## src/rtl/reg_scan_pkg.sv

```systemverilog
`default_nettype none
// ============================================================================
// Module   : reg_scan_pkg
// Brief    : Shared types and constants for the register file scanner.
//            Macro REG_SCAN_SKIP_ZERO_EN selects 1 as the first scanned index
//            (index 0 is then never visited).
// Revision : 1.0 - initial release
// ============================================================================
package reg_scan_pkg;

    typedef enum logic [1:0] {
        IDLE  = 2'd0,
        ISSUE = 2'd1,
        LOAD  = 2'd2,
        HOLD  = 2'd3
    } scan_state_t;

    localparam int DEF_NUM_REGS = 32;
    localparam int DEF_DWELL    = 25_000_000;

`ifdef REG_SCAN_SKIP_ZERO_EN
    // Index 0 is hard-wired to zero in the register file, so it can be skipped.
    localparam int FIRST_IDX = 1;
`else
    localparam int FIRST_IDX = 0;
`endif

endpackage
`default_nettype wire

```

## src/rtl/step_edge_sync.sv

```systemverilog
`default_nettype none
// ============================================================================
// Module   : step_edge_sync
// Brief    : Two-flop synchroniser for a raw board switch plus a one-cycle
//            rising-edge pulse.
// Revision : 1.0 - initial release
// ============================================================================
module step_edge_sync (
    input  logic clk,
    input  logic reset,
    input  logic din,
    output logic rise
);

    logic sync1;
    logic sync2;
    logic sync_d;

    // Bring the asynchronous switch into the clk domain and keep one delayed copy.
    always_ff @(posedge clk or negedge reset) begin
        if (!reset) begin
            sync1  <= 1'b0;
            sync2  <= 1'b0;
            sync_d <= 1'b0;
        end else begin
            sync1  <= din;
            sync2  <= sync1;
            sync_d <= sync2;
        end
    end

    // Combinational pulse so the FSM reacts on the third edge after the rise.
    assign rise = sync2 & ~sync_d;

endmodule
`default_nettype wire

```

## src/rtl/reg_file_scanner.sv

```systemverilog
`default_nettype none
// ============================================================================
// Module   : reg_file_scanner
// Brief    : Walks the register file one index at a time through its second
//            read port and captures each word for the board display.
//            Auto mode dwells DWELL cycles per register; manual mode advances
//            on a step switch rising edge.
//            Macro REG_SCAN_SKIP_ZERO_EN: scan indices 1..NUM_REGS-1 only.
// Revision : 1.0 - initial release
// ============================================================================
module reg_file_scanner
    import reg_scan_pkg::*;
#(
    parameter int NUM_REGS = DEF_NUM_REGS,
    parameter int IDX_W    = 5,
    parameter int DATA_W   = 32,
    parameter int DWELL    = DEF_DWELL
) (
    input  logic              clk,
    input  logic              reset,
    input  logic              scan_en,
    input  logic              step_mode,
    input  logic              step,
    output logic [IDX_W-1:0]  rd_addr,
    input  logic [DATA_W-1:0] rd_data,
    output logic [IDX_W-1:0]  disp_idx,
    output logic [DATA_W-1:0] disp_data,
    output logic              disp_valid,
    output logic              wrap
);

    localparam int               CNT_W    = (DWELL > 1) ? $clog2(DWELL) : 1;
    localparam logic [IDX_W-1:0] FIRST    = IDX_W'(FIRST_IDX);
    localparam logic [IDX_W-1:0] LAST     = IDX_W'(NUM_REGS - 1);
    localparam logic [CNT_W-1:0] CNT_LAST = CNT_W'(DWELL - 1);

    scan_state_t      state;
    scan_state_t      state_next;
    logic [IDX_W-1:0] idx;
    logic [IDX_W-1:0] idx_next;
    logic [CNT_W-1:0] cnt;
    logic             step_pulse;
    logic             advance;

    step_edge_sync u_step_sync (
        .clk   (clk),
        .reset (reset),
        .din   (step),
        .rise  (step_pulse)
    );

    assign idx_next = (idx == LAST) ? FIRST : idx + 1'b1;

    // State register.
    always_ff @(posedge clk or negedge reset) begin
        if (!reset) begin
            state <= IDLE;
        end else begin
            state <= state_next;
        end
    end

    // Next state and advance decision; dropping scan_en parks from any state.
    always_comb begin
        state_next = state;
        advance    = 1'b0;
        if (!scan_en) begin
            state_next = IDLE;
        end else begin
            case (state)
                IDLE:    state_next = ISSUE;
                ISSUE:   state_next = LOAD;
                LOAD:    state_next = HOLD;
                HOLD: begin
                    // Step pulses outside HOLD are simply never looked at.
                    advance = step_mode ? step_pulse : (cnt == CNT_LAST);
                    if (advance) begin
                        state_next = ISSUE;
                    end
                end
                default: state_next = IDLE;
            endcase
        end
    end

    // Dwell counter: runs only in auto-mode HOLD, otherwise held at zero.
    always_ff @(posedge clk or negedge reset) begin
        if (!reset) begin
            cnt <= '0;
        end else if (scan_en && (state == HOLD) && !step_mode && (cnt != CNT_LAST)) begin
            cnt <= cnt + 1'b1;
        end else begin
            cnt <= '0;
        end
    end

    // Index, read address and wrap pulse move together on an advance.
    always_ff @(posedge clk or negedge reset) begin
        if (!reset) begin
            idx     <= FIRST;
            rd_addr <= FIRST;
            wrap    <= 1'b0;
        end else begin
            wrap <= advance && (idx == LAST);
            if (advance) begin
                idx     <= idx_next;
                rd_addr <= idx_next;
            end
        end
    end

    // Capture the returned word at the end of LOAD; valid drops with scan_en.
    always_ff @(posedge clk or negedge reset) begin
        if (!reset) begin
            disp_idx   <= '0;
            disp_data  <= '0;
            disp_valid <= 1'b0;
        end else if (!scan_en) begin
            disp_valid <= 1'b0;
        end else if (state == LOAD) begin
            disp_idx   <= idx;
            disp_data  <= rd_data;
            disp_valid <= 1'b1;
        end
    end

endmodule
`default_nettype wire

```

## config.mk

```make
export PLATFORM = sky130hd
export DESIGN_NAME = reg_file_scanner
export DESIGN_NICKNAME = d
export VERILOG_FILES = /design/src/rtl/reg_scan_pkg.sv /design/src/rtl/step_edge_sync.sv /design/src/rtl/reg_file_scanner.sv
export SDC_FILE = /design/constraint.sdc
export NUM_CORES = 1
export LEC_CHECK = 0
export BUFFER_PORTS_ARGS = -buffer_cell sky130_fd_sc_hd__buf_2
export CAP_MARGIN = 20
export CORE_ASPECT_RATIO = 1.1
export CORE_MARGIN = 2
export CORE_UTILIZATION = 50
export DETAILED_ROUTE_END_ITERATION = 7
export PLACE_DENSITY = 0.76
export SLEW_MARGIN = 20
export SYNTH_ARGS = -nofsm -noshare
export SYNTH_HDL_FRONTEND = slang
export SYNTH_SLANG_ARGS = --single-unit
```

## constraint.sdc

```tcl
create_clock -name clk -period 2 [get_ports clk]
set_input_delay 0.3 -clock clk [delete_from_list [all_inputs] [get_ports clk]]
set_output_delay 0.3 -clock clk [all_outputs]
set_load 0.02 [all_outputs]
```

==> reports/metrics.yaml, run 1 <==
synth:
  synth_seq_area_share_pct: 57.6
  synth.distinct_cells: 40
  syn-instance-count: 248
  synth_flop_cell: "dfrtp_1"
  synth_top_area_share_pct: 57.6
  synth_area_leaders: "dfrtp_1 (58%), mux2_2 (13%), xor2_1 (4.4%)"
  yosys_warnings: 0
  syn_nets: 291
  synth_edf_count: 0
  synth-seq-cells: 74
  yosys.area.top_type: "dfrtp_1"
  post_synth.cell_area_avg_um2: 13.0
  syn_area_mm2: 0.00322
  synthArstFlopShare_pct: 100
critical_path:
  setup.worst_path.class: "flop to flop"
  r2r_slack_ps: 200
  path_max_fanout: 4
  arrival_ps: 2040
  end_kind: "flop"
  startpoint_type: "flop"
  worstPathRequired_ps: 2240
cells_and_area:
  area.growth.synth_to_final_pct: 24.2
  n_fill_cell: 491
  final_nets: 384
  final_util_pct: 64.5
  layout_common_cells: "buf_2 (80), dfrtp_1 (74), mux2_2 (37)"
  drive_gt1_share_pct: 44.2
  diodes: 0
  final_common_cell: "buf_2"
flow_run:
  max_cap_violations: 0
place:
  portBuffers: 80
  globalplace.congestion: 0.804
  dp_hpwl_um: 4410
global_route:
  grt_antenna_before_repair: 0
  grt_usage_pct: 18.0
  grt_pass1_vias: 2137
  grt_pass1_wl_um: 9780
  grt_overflow: 0
  grt_max_degree: 75
sta:
  finalMaxSlewViolations: 0
  hold_viol_final: 0
  period_needed_ps: 1800
  setup-tns-final_ps: 0
  rsz0062_at_grt: "no"
  fmax_mhz: 554
  clock_skew_ps: 12.5
  setup_viol: 0
  finalCritPeriodShare_pct: 90.2
  relSlewSlack_pct: 71.7
  worstMarginPinSlew_ps: 421
clocking:
  cts_tree: "built"
  cts-root-buf: "clkbuf_8"
  cts_made_buffers: 9
  ctsHoldBuffers: 1
  postCtsSetupBuffers: 0
  clk_latency_ps: 340
  cts.sinks: 74
  clk_transition_reported_paths_ps: 90
  htree_levels: 3
  post_cts_resized: 0
  cts_buffer_depth: 2
pwr:
  pwr_density_cell_mw_per_mm2: 1150
  p_total_mw: 4.60
  p_leak_nw: 1.93
  ir_drop_mv: 0.879
route:
  via_per_inst: 5.17
  routed_wl_um: 6080
  first_pass_iters: 4
  drcViolationCount: 0
  wl_per_cell_um: 14.3
  vias: 2202
  dr.first_iter.drc_count: 43
  ant_nets: 0
floorplanning:
  core_mm2: 0.00619
  dieWidth_um: 80.5
  die-area_mm2: 0.00709
  start_util_pct: 51.9
  ioPinCount: 81
  die_h_um: 88.1
  core.rowCount: 30
run_status:
  status: "finished clean"
min_path:
  hold_path.class: "input port to flop"
-- path summary, 6_finish.rpt --
| check | to | startpoint | cells past startpoint |
|---|---|---|---|
| max | idx[1] | cnt[0] | 6 |
| min | u_step_sync.sync1 | step | 1 |
| max reg2reg | idx[1] | cnt[0] | 6 |
| min reg2reg | u_step_sync.sync2 | u_step_sync.sync1 | 0 |
| max in group asynchronous | disp_idx[3] | reset | 3 |
| min in group asynchronous | cnt[2] | reset | 3 |
-- cell type report --
cell class | count | area [um2] | area share (%)
Sequential cell | 74 | 1850 | 46.4
Multi-Input combinational cell | 164 | 1320 | 33.0
Timing Repair Buffer | 88 | 500 | 12.5
Clock buffer | 10 | 138 | 3.45
Tap cell | 80 | 100 | 2.51
Clock inverter | 6 | 72.6 | 1.82
Inverter | 4 | 15.0 | 0.376
-- kinds of logic after synthesis --
| logic type | count (synthesis) | share of synthesized area, % |
|---|---|---|
| buf+inv | 10 | 1.48 |
| compound gates | 8 | 2.33 |
| fa+ha+maj | 6 | 2.33 |
| simple gates | 86 | 15.8 |
| flops | 74 | 57.6 |
| xor+xnor | 23 | 6.26 |
| mux | 41 | 14.3 |
-- cell usage after synthesis (2+ instances only) --
master / number
a22o_2: 2
and3_1: 3
and4_1: 3
buf_2: 2
clkbuf_1: 3
dfrtp_1: 74
ha_1: 6
inv_1: 4
mux2_1: 2
mux2_2: 37
mux2i_1: 2
nand2_1: 8
nand2b_1: 2
nand3_1: 15
nand4_1: 5
nor2_1: 33
nor4_1: 2
nor4_4: 2
xnor2_1: 7
xor2_1: 16
-- power breakdown --
group	switching [mW]	internal, mW	leakage, nW
Clock	0.578	0.623	0.103
Sequential	0.172	1.86	0.959
Combinational	0.788	0.581	0.864
-- critical path, stage by stage, from the launching register on --
cell	delay (ps)
dfrtp_1	390
ha_1	230
and4_1	290
nand4_4	140
o21ai_4	240
nand3_4	110
mux2_1	310
-- state kept, by name (all words and copies together), names as in the netlist --
signal              cells
disp_idx                5
u_step_sync.sync2       1
u_step_sync.sync_d      1
disp_valid              1
disp_data              32
wrap                    1
cnt                    25
u_step_sync.sync1       1
idx                     5
state                   2
-- stage by stage --
step	cell area (um2)	std cells	worst slack (ps)	hold slack [ps]
2_1_floorplan	3220	248	206	4.41
3_3_place_gp	3770	409	223	336
3_5_place_dp	3770	409	171	336
4_1_cts	4000	426	182	48.3
5_1_grt	4000	426	89.4	42.9
6_report	4000	426	196	61.3
-- routing by layer --
layer | routed length, um | GRT usage, % | part of all wire [%]
met5 | 0 | 0 | 0
met4 | 136 | 9.09 | 2.2
met3 | 217 | 4.12 | 3.6
met2 | 3100 | 28.8 | 51
met1 | 2620 | 23.2 | 43
No activity file was read; power rests on OpenSTA's default activity.
==> run 2, diff against run 1 <==
--- a/config.mk
+++ b/config.mk
@@ -5,13 +5,14 @@
 export SDC_FILE = /design/constraint.sdc
 export NUM_CORES = 1
 export LEC_CHECK = 0
+export ABC_AREA = 1
 export BUFFER_PORTS_ARGS = -buffer_cell sky130_fd_sc_hd__buf_2
 export CAP_MARGIN = 20
 export CORE_ASPECT_RATIO = 1.1
 export CORE_MARGIN = 2
 export CORE_UTILIZATION = 50
 export DETAILED_ROUTE_END_ITERATION = 7
-export PLACE_DENSITY = 0.76
+export PLACE_DENSITY = 0.75
 export SLEW_MARGIN = 20
 export SYNTH_ARGS = -nofsm -noshare
 export SYNTH_HDL_FRONTEND = slang
==> run 2 against run 1 <==
Worst setup slack better by 130 ps. Synthesized cell count is 47% higher. Via count is 23% higher. Combinational power hardly changed. Critical endpoint is now idx[0]. Largest power group unchanged.
==> reports/metrics.yaml, run 2 <==
synth:
  post_synth.cell_area_avg_um2: 9.43
  syn_area_mm2: 0.00343
  synth_flop_cell: "dfrtp_1"
  synth_common_cells: "nand2_1 (85), dfrtp_1 (74), nor2_1 (63)"
  synth_area_leaders: "dfrtp_1 (54%), mux2_2 (11%), nand2_1 (9.3%)"
  yosys.area.top_type: "dfrtp_1"
  synth_top_area_share_pct: 53.9
  synth.distinct_cells: 24
  syn-instance-count: 364
  yosys_warnings: 0
  syn_nets: 407
  synth_most_common_cell: "nand2_1"
  synth-seq-cells: 74
  synth_seq_area_share_pct: 53.9
  synthArstFlopShare_pct: 100
  synth_edf_count: 0
place:
  pre_cts_slack_ps: 343
  dp_hpwl_um: 5050
  globalplace.congestion: 0.896
  dp_cells: 524
  portBuffers: 80
clocking:
  cts_buffer_depth: 2
  clk_latency_ps: 360
  cts_tree: "built"
  cts-root-buf: "clkbuf_8"
  cts_made_buffers: 9
  post_cts_resized: 0
  cts.sinks: 74
  htree_levels: 3
  clk_transition_reported_paths_ps: 80
route:
  dr.first_iter.drc_count: 214
  first_pass_iters: 4
  vias: 2710
  routed_wl_um: 6810
  ant_nets: 0
  drcViolationCount: 0
  via_per_inst: 5.01
  wl_per_cell_um: 12.6
sta:
  worst_slack_ps: 322
  relSlewSlack_pct: 68.8
  period_needed_ps: 1680
  setup_viol: 0
  setup-tns-final_ps: 0
  worstMarginPinSlew_ps: 464
  fmax_mhz: 596
  clock_skew_ps: 11.1
  finalCritPeriodShare_pct: 83.9
  finalMaxSlewViolations: 0
  hold_viol_final: 0
  rsz0062_at_grt: "no"
cells_and_area:
  final_common_cell: "nand2_1"
  final_nets: 497
  regMostFlops: "disp_data"
  area.growth.synth_to_final_pct: 21.4
  layout.cells.non_filler: 541
  diodes: 0
  drive_gt1_share_pct: 31.2
  layout_common_cells: "nand2_1 (85), buf_2 (79), dfrtp_1 (74)"
  largest_reg_flops: 32
  reg.largest.list: "disp_data (32), cnt (25)"
global_route:
  grt_pass1_vias: 2715
  grt_overflow: 0
  grt_antenna_before_repair: 0
  grt_pass1_wl_um: 12000
  grt_max_degree: 40
  grt_usage_pct: 19.8
floorplanning:
  ioPinCount: 81
  start_util_pct: 51.8
  dieWidth_um: 83.0
  core_mm2: 0.00663
  die-area_mm2: 0.00755
  die_h_um: 90.9
  core.rowCount: 31
pwr:
  pwr_density_cell_mw_per_mm2: 1100
  p_leak_nw: 1.95
  ir_drop_mv: 0.918
critical_path:
  startpoint_type: "flop"
  path_cells: "ha_1 -> nand2_2 -> nor2_4 -> nand2_1 -> nor2_2 -> nand3_2 -> nand2_4 -> nand2_4 -> nand2_1 -> nand2_1"
  end_kind: "flop"
  cp_num_buf_inv: 0
  path_delay_family: "simple AND/OR/NAND/NOR gates"
  arrival_ps: 1920
  slowest_stage: "dfrtp_1"
  path_max_fanout: 6
  crit_path_start: "cnt[0]"
  path_common_cell: "nand2_1"
  worstPathRequired_ps: 2250
  max_stage_delay_ps: 400
  r2r-start: "cnt[0]"
  setup.worst_path.class: "flop to flop"
run_status:
  status: "finished clean"
min_path:
  hold_path.class: "input port to flop"
  worstHoldStart: "step"
flow_run:
  max_cap_violations: 0
[run 2: cell types whose count changed after synthesis, moves of 3 or more]
cell and change:
and3_1 -3, and4_1 -3, inv_1 +26, nand2_1 +77
nand3_1 +5, nor2_1 +30, nor3_1 +13, o21ai_0 +4
xnor2_1 -3, xor2_1 -10
[run 2: final timing paths]
check / endpoint / cells past startpoint / slack [ps]
max: idx[0] / 10 / 320
min: u_step_sync.sync1 / 1 / 60
max reg2reg: idx[0] / 10 / 320
min reg2reg: u_step_sync.sync2 / 0 / 360
max in group asynchronous: idx[0] / 3 / 1010
min in group asynchronous: disp_data[17] / 2 / 440
[run 2: final cells by class]
class                           count  area (um2)
Fill cell                         546        2460
Sequential cell                    74        1850
Multi-Input combinational cell    253        1420
Timing Repair Buffer               85         468
Clock buffer                        9         124
Inverter                           31         116
Tap cell                           82         103
Clock inverter                      7        82.6
[run 2: through the flow]
stage / total power, mW / area, um2 / hold WS [ps] / util, %
2_1_floorplan: 2.92 / 3430 / 4.41 / -
6_report: 4.59 / 4170 / 55.6 / 62.9
4_1_cts: 4.65 / 4170 / 46.7 / 62.9
5_1_grt: 4.84 / 4170 / 28.6 / 62.9
3_3_place_gp: 3.39 / 3950 / 283 / 59.6
3_5_place_dp: 3.44 / 3950 / 287 / 59.6
[run 2: what timing repair did]
| item | 4_1_cts | 5_1_grt |
|---|---|---|
| buffers inserted | 0 | 0 |
| hold buffers | 1 | 0 |
| endpoints found under the hold margin | 35 | 0 |
| setup endpoints to repair | 0 | 0 |
[run 2: logic make-up after synthesis]
group / Yosys count / synth area share, %
adder cells (fa/ha/maj): 6 / 2.19
AND/OR/NAND/NOR: 194 / 24.0
flip-flops: 74 / 53.9
AO/OA/AOI/OAI: 8 / 1.24
XOR/XNOR: 10 / 2.55
buffers and inverters: 37 / 4.59
multiplexers: 35 / 11.5
[run 2: power by group]
| part | leakage, nW | switching, mW | internal, mW |
|---|---|---|---|
| Combinational | 0.892 | 0.779 | 0.573 |
| Clock | 0.0988 | 0.597 | 0.597 |
| Sequential | 0.959 | 0.183 | 1.86 |
| Total | 1.95 | 1.56 | 3.03 |
[run 2: worst reg2reg max path: stages, from the launching register on]
cell and delay, ps:
dfrtp_1 400, ha_1 240, nand2_2 110, nor2_4 150, nand2_1 80, nor2_2 140
nand3_2 130, nand2_4 130, nand2_4 80, nand2_1 70, nand2_1 50
[run 2: routing by layer]
| metal | vias to the layer above | share of wire (%) | track usage (%) |
|---|---|---|---|
| met5 | - | 0 | 0 |
| met2 | 67 | 50 | 32.0 |
| met4 | 0 | 2.0 | 8.88 |
| li1 | 1340 | - | - |
| met3 | 10 | 5.2 | 4.94 |
| met1 | 1293 | 43 | 25.2 |
==> run 3, diff against run 2 <==
==> constraint.sdc (replaced) <==
create_clock -name clk -period 1.6 [get_ports clk]
set_input_delay 0.24 -clock clk [delete_from_list [all_inputs] [get_ports clk]]
set_output_delay 0.24 -clock clk [all_outputs]
set_load 0.02 [all_outputs]
==> run 3 against run 2 <==
Utilization up 3.3 points. First-iteration DRC count down 29%. Sequential power up 25%. Die area unchanged. Cell count up 3.3%. Clock-buffer cell count up 1. Sequential share of layout area down 2.2 points. Routed wire length up 9.2%. Fmax up 12%. Critical endpoint is now idx[2].
==> reports/metrics.yaml, run 3 (synthesis results as in run 2) <==
flow_run:
  max_cap_violations: 0
global_route:
  grt_pass1_wl_um: 12500
  grt_pass1_vias: 2784
  grt_max_degree: 47
  grt_antenna_before_repair: 0
  grt_overflow: 0
  grt_usage_pct: 20.5
critical_path:
  r2r_end: "idx[2]"
  setup.worst_path.class: "flop to flop"
  end_kind: "flop"
  startpoint_type: "flop"
  r2r_cells: 10
  r2r_slack_ps: 100
  r2r-start: "cnt[1]"
  worstPathRequired_ps: 1840
  path_max_fanout: 6
  arrival_ps: 1740
min_path:
  hold_depth: 2
  worstHoldStart: "rd_data[21]"
  hold_path.class: "input port to flop"
  min_to: "disp_data[21]"
cells_and_area:
  diodes: 0
  final_common_cell: "nand2_1"
  multi_input_area_mm2: 0.00146
  layout.cells.non_filler: 559
  seq_area_mm2: 0.00185
  largest_reg_flops: 32
  area.growth.synth_to_final_pct: 27.8
  drive_gt1_share_pct: 35.6
  layout_common_cells: "nand2_1 (84), buf_2 (79), dfrtp_1 (73)"
  final_nets: 515
  regMostFlops: "disp_data"
  reg.largest.list: "disp_data (32), cnt (25)"
  n_fill_cell: 522
route:
  via_per_inst: 4.97
  routed_wl_um: 7440
  first_pass_iters: 4
  vias: 2779
  dr.first_iter.drc_count: 151
  wl_per_cell_um: 13.3
  drcViolationCount: 0
  ant_nets: 0
floorplanning:
  dieWidth_um: 83.0
  core.rowCount: 31
  ioPinCount: 81
  die_h_um: 90.9
  start_util_pct: 51.8
  die-area_mm2: 0.00755
  core_mm2: 0.00663
run_status:
  status: "finished clean"
sta:
  hold_viol_final: 0
  whs_ps: 105
  period_needed_ps: 1500
  worstMarginPinSlew_ps: 381
  relSlewSlack_pct: 74.6
  clock_skew_ps: 8.57
  fmax_mhz: 669
  setup_viol: 0
  finalCritPeriodShare_pct: 93.4
  finalMaxSlewViolations: 0
pwr:
  pwr_density_cell_mw_per_mm2: 1360
  p_leak_nw: 2.08
  ir_drop_mv: 1.14
place:
  globalplace.congestion: 0.928
  portBuffers: 80
  dp_hpwl_um: 5370
  dp_cells: 531
clocking:
  cts_tree: "built"
  cts_buffer_depth: 2
  clk_transition_reported_paths_ps: 80
  clk_latency_ps: 360
  cts-root-buf: "clkbuf_8"
  cts_made_buffers: 9
  htree_levels: 3
  cts.sinks: 74
run 3: how the worst max path moves through the flow:
stage | start | endpoint | slack (ps)
after floorplan | cnt[0] | idx[0] | 80
after global placement | cnt[1] | idx[3] | 110
after detailed placement | cnt[0] | idx[3] | 30
after CTS | cnt[1] | idx[2] | 10
after global routing | cnt[0] | cnt[23] | -10
final | cnt[1] | idx[2] | 100
run 3: area by class of cell:
type                            count  share of cell area, %
Multi-Input combinational cell    253                   33.4
Clock buffer                       10                   3.14
Sequential cell                    74                   42.2
Inverter                           31                   2.65
Clock inverter                      6                   2.22
Timing Repair Buffer              103                   14.1
Tap cell                           82                   2.34
run 3: power by group:
group / leakage (nW) / internal [mW] / total (mW) / switching [mW]
sequential: 0.957 / 2.32 / 2.55 / 0.221
combinational: 1.01 / 0.756 / 1.76 / 1.00
clock: 0.119 / 0.942 / 1.68 / 0.735
total: 2.08 / 4.02 / 5.98 / 1.96
run 3: metrics by stage:
step / instance area [um2] / setup TNS, ps / power (mW) / util [%] / worst slack (ps)
floorplan: 3430 / 0 / 3.65 / - / 83.3
global placement: 4020 / 0 / 4.25 / 60.6 / 109
detailed placement: 4020 / 0 / 4.32 / 60.6 / 30.5
CTS: 4290 / 0 / 6.01 / 64.7 / 12.9
global route: 4390 / -16.1 / 6.29 / 66.2 / -14.2
finish: 4390 / 0 / 5.98 / 66.2 / 105
run 3: what timing repair did:
item | 4_1_cts | 5_1_grt
setup buffers | 2 | 8
hold endpoints to repair | 29 | 0
pin swaps | 1 | 5
hold buffers | 2 | 0
resized for setup | 1 | 12
endpoints found under the setup margin | 5 | 25
run 3: per-layer routing:
layer,routed length (um),part of all wire [%],global-route usage [%],vias to the layer above
met4,203,2.7,11.2,0
met1,3070,41,23.9,1299
met5,0,0,0,-
met2,3790,51,34.9,83
met3,371,5.0,4.39,16
li1,-,-,-,1381
run 3: critical path: stages (launching register included):
cell,delay (ps)
dfrtp_1,370
ha_2,210
nand2_4,70
nor2_4,120
nand2_2,80
nor2_4,110
nand3_4,100
nand2_4,120
nand2_4,70
nand2_1,70
nand2_1,60
